## src/rtl/demod_lpf.sv

```systemverilog
// Per-channel accumulate-and-dump low-pass decimator (4 interleaved channels, AXI-Stream).
// Define DEMOD_LPF_SAT_EN to clamp the scaled sum to 32-bit range instead of wrapping.
module demod_lpf #(
    parameter int DECIM = 64,
    parameter int SHIFT = 6
) (
    input  logic        s_axis_aclk,
    input  logic        s_axis_areset,
    input  logic [31:0] s_axis_tdata,
    input  logic        s_axis_tvalid,
    output logic        s_axis_tready,
    input  logic [1:0]  s_axis_tuser,
    output logic [31:0] m_axis_tdata,
    output logic        m_axis_tvalid,
    input  logic        m_axis_tready,
    output logic [1:0]  m_axis_tuser
);
    localparam int AW = 32 + $clog2(DECIM);
    localparam int CW = $clog2(DECIM);
    localparam logic [CW-1:0] LAST = CW'(DECIM - 1);

    logic signed [AW-1:0] acc [4];
    logic [CW-1:0]        cnt [4];

    logic signed [AW-1:0] x_ext;
    logic signed [AW-1:0] sum;
    logic [31:0]          out_next;
    logic                 accept;
    logic                 is_dump;

    // Handshake: a beat transfers on a rising edge where valid & ready are both 1.
    // The input is stalled whenever the single output register is full and not
    // being drained this cycle; s_axis_tready never depends on s_axis_tvalid.
    assign s_axis_tready = !m_axis_tvalid || m_axis_tready;
    assign accept        = s_axis_tvalid && s_axis_tready;
    assign is_dump       = (cnt[s_axis_tuser] == LAST);

`ifdef DEMOD_LPF_SAT_EN
    localparam logic signed [AW-1:0] SAT_MAX = AW'(64'sh000000007FFFFFFF);
    localparam logic signed [AW-1:0] SAT_MIN = AW'(-64'sh0000000080000000);
    logic signed [AW-1:0] shifted;
`endif

    always_comb begin
        x_ext    = AW'(signed'(s_axis_tdata));
        sum      = acc[s_axis_tuser] + x_ext;
        out_next = '0;
`ifdef DEMOD_LPF_SAT_EN
        shifted  = sum >>> SHIFT;
        if (shifted > SAT_MAX) begin
            out_next = 32'h7FFFFFFF;
        end else if (shifted < SAT_MIN) begin
            out_next = 32'h80000000;
        end else begin
            out_next = shifted[31:0];
        end
`else
        // Floor rounding from the arithmetic shift; overflow wraps.
        out_next = 32'(sum >>> SHIFT);
`endif
    end

    always_ff @(posedge s_axis_aclk or posedge s_axis_areset) begin
        if (s_axis_areset) begin
            for (int c = 0; c < 4; c++) begin
                acc[c] <= '0;
                cnt[c] <= '0;
            end
            m_axis_tdata  <= '0;
            m_axis_tuser  <= '0;
            m_axis_tvalid <= 1'b0;
        end else begin
            if (m_axis_tready) begin
                m_axis_tvalid <= 1'b0;
            end
            if (accept) begin
                if (is_dump) begin
                    // A dump on the same edge as an output accept simply reloads.
                    m_axis_tdata        <= out_next;
                    m_axis_tuser        <= s_axis_tuser;
                    m_axis_tvalid       <= 1'b1;
                    acc[s_axis_tuser]   <= '0;
                    cnt[s_axis_tuser]   <= '0;
                end else begin
                    acc[s_axis_tuser]   <= sum;
                    cnt[s_axis_tuser]   <= cnt[s_axis_tuser] + CW'(1);
                end
            end
        end
    end

endmodule

```

## config.mk

```make
export PLATFORM = sky130hd
export DESIGN_NAME = demod_lpf
export DESIGN_NICKNAME = d
export VERILOG_FILES = /design/src/rtl/demod_lpf.sv
export SDC_FILE = /design/constraint.sdc
export NUM_CORES = 1
export LEC_CHECK = 0
export CORE_ASPECT_RATIO = 1.2
export CORE_MARGIN = 8
export CORE_UTILIZATION = 59
export DETAILED_ROUTE_END_ITERATION = 7
export PLACE_DENSITY = 0.8
export SLEW_MARGIN = 10
export SYNTH_ARGS = -nofsm -noshare
export SYNTH_HDL_FRONTEND = slang
export SYNTH_SLANG_ARGS = --single-unit
```

## constraint.sdc

```tcl
create_clock -name s_axis_aclk -period 12.26 [get_ports s_axis_aclk]
set_input_delay 3.065 -clock s_axis_aclk [delete_from_list [all_inputs] [get_ports s_axis_aclk]]
set_output_delay 3.065 -clock s_axis_aclk [all_outputs]
set_load 0.01 [all_outputs]
```

==> flow_summary_export.csv <==
group,metric,value,unit
cts,clkSinkCount,211,
cts,cts_buffer_depth,3,
floorplanning,io_pins,74,
run,cap_violations,0,
floorplanning,die_h,165,um
worst_setup_path,critPathMaxFanout,5,
power,irDropWorstVdd,0.167,mV
synth,synth_edf_count,0,
route,dr.pass1.iters,5,
worst_setup_path,cp-end-kind,"output port",
floorplanning,start_util,0.603,
timing,fmax,137,MHz
cells_and_area,finalNetCount,1156,
timing,rsz0062_at_grt,"false",
route,vias,8325,
synth,yosysWarnings,0,
synth,synth_ff_type,"dfrtp_1",
timing,worst_slew_pin_slew,1.08,ns
synth,synthArstFlopShare,1.00,
global_route,grt_pass1_wl,45200,um
synth,synth_cell_types,62,
timing,setup_ws,4.95,ns
global_route,grt_pass1_vias,8599,
cts,numCtsBuffers,22,
worst_setup_path,cp_slowest_cell,"clkdlybuf4s50_1",
global_route,antenna_found_initial,0,
cells_and_area,stdcell_area,12500,um2
status,status,"complete, no violations",
cells_and_area,layout_commonest_cell,"nand2_1",
synth,synth-seq-area-share,0.481,
worst_hold_path,hp-start,"acc[46]",
route,wl,27100,um
timing,setup_violations,0,
worst_setup_path,start_kind,"primary input",
worst_setup_path,required,9.19,ns
cells_and_area,final_cell_mix,"nand2_1 (223), dfrtp_1 (211), o21ai_0 (84)",
route,wl_per_cell,20.6,um
power,power,0.00308,W
place,place_congestion,0.871,
floorplanning,die_w,140,um
worst_setup_path,max_stage_delay,0.57,ns
floorplanning,rows,54,
timing,clock_skew,0.0152,ns
timing,relSlewSlack,0.279,
place,place_ws,4.94,ns
cts,cts.repair.resized,0,
worst_setup_path,crit_top_cell,"clkdlybuf4s50_1",
route,drtAntennaViolNets,0,
cells_and_area,syn_to_final_growth,14.4,%
cells_and_area,fillers,1351,
timing,timing.hold.ws,0.470,ns
timing,drv_slew,0,
power,p_leak,5.88,nW
route,vias_per_cell,6.33,
synth,synth_cells,1033,
cts,cts_setup_buffers,0,
synth,avgSynthCellArea,10.6,um2
cells_and_area,multiInputGateArea,5400,um2
timing,fin_crit_sh,0.597,
power,p_per_area,246,nW/um2
timing,hold_violations,0,
global_route,grt-ovfl-total,0,
worst_hold_path,worst_hold_path_type,"reg -> reg",
route,drtIter0Drc,618,
place,hpwl,17500,um
cts,postCtsHoldBufs,0,
timing,setup_total_negative_slack,0,ns
cts,tritoncts,"done",
global_route,grt_max_degree,128,
worst_setup_path,reg2reg_from,"acc[0]",
cells_and_area,drive_gt1_frac,0.128,
floorplanning,core_area,18200,um2
worst_setup_path,crit_path_cell_trace,"clkdlybuf4s50_1, nand2b_1, clkdlybuf4s50_1",
cells_and_area,n_antenna_cell,0,
synth,ys_ff_latch,211,
worst_setup_path,critical_path_class,"in -> out",
place,portBuffers,73,
cts,clkLatencyLatePin,0.51,ns
worst_setup_path,crit_path_start,"m_axis_tready",
synth,netlist_area,11000,um2
cts,cts_root_buf,"clkbuf_16",
route,post-route-drc-count,0,
place,place_area,11800,um2
timing,final.min_clock_period,7.31,ns
cts,path_clk_slew,0.06,ns
global_route,grt_usage,0.243,
synth,syn-num-nets,1110,
floorplanning,die_area,23200,um2
cts,ctsHtreeMaxLevel,1,
worst_setup_path,worst_ep_arrival_time,4.25,ns
cells_and_area,final-seq-area,5280,um2
metal layers:
layer  GRT usage  wire, um  up-vias
li1            -         -     3820
met1       0.306     11200     4182
met2       0.424     13600      260
met3      0.0368      1540       63
met4      0.0827       779        0
met5           0         0        -
cells in the mapped netlist, types with 5 or more instances:
master / n / area share
buf_1: 9 / 0.0031
o21ai_0: 84 / 0.038
xor2_1: 17 / 0.014
a21o_1: 22 / 0.015
nor2_1: 31 / 0.011
and3_1: 13 / 0.0074
mux2_2: 23 / 0.024
nor3_1: 5 / 0.0023
ha_1: 38 / 0.043
a21oi_1: 40 / 0.018
inv_1: 15 / 0.0051
xnor2_1: 17 / 0.014
nand2_1: 225 / 0.077
o31ai_1: 24 / 0.016
clkbuf_1: 50 / 0.017
dfrtp_1: 211 / 0.48
nor2b_1: 7 / 0.0040
and2_1: 10 / 0.0057
xnor2_2: 5 / 0.0074
nand4_1: 10 / 0.0057
nand2b_1: 6 / 0.0034
a31oi_1: 7 / 0.0040
a22o_1: 51 / 0.041
mux4_2: 44 / 0.090
logic make-up (layout without fill, tap and decap cells):
group           Yosys count  count (layout)  synth area share
compound gates          275             275             0.170
flops                   211             211             0.481
buf+inv                  78             137            0.0271
simple gates            322             322             0.126
fa+ha+maj                39              39            0.0452
xor+xnor                 39              39            0.0346
mux                      69              69             0.116
path summary, 6_finish.rpt:
kind	to	slack, ns	depth (start not counted)
max in group asynchronous	cnt[11]	7.47	3
setup / recovery	s_axis_tready	4.95	3
hold reg to reg	acc[46]	0.47	2
hold / removal	acc[46]	0.47	2
setup reg to reg	m_axis_tdata[26]	8.61	11
min in group asynchronous	acc[26]	3.14	2
worst max-delay path, delay by kind of cell:
kind | cells | cell delay [ns]
buffers and inverters | 2 | 1.02
AND/OR/NAND/NOR | 1 | 0.16
registers in the layout, summed over array words and instances (netlist names):
name	flops
m_axis_tvalid	1
m_axis_tdata	32
cnt	24
m_axis_tuser	2
acc	152
power breakdown:
part           switching [W]  leakage, nW  internal (W)
registers           0.000136         2.69      0.000954
clock network       0.000279        0.346      0.000383
logic               0.000769         2.84      0.000562
final cells by class:
cell class | instances | share of cell area
timing repair buffer | 85 | 0.0648
tap | 224 | 0.0223
multi-input combinational | 744 | 0.431
clock inverter | 7 | 0.00579
clock buffer | 30 | 0.0504
sequential | 211 | 0.421
inverter | 15 | 0.00509
stage by stage:
step                utilization  std cells
floorplan                     -       1033
global route              0.690       1316
CTS                       0.690       1316
global placement          0.651       1279
detailed placement        0.651       1279
finish                    0.690       1316
(Power assumes the default switching activity.)
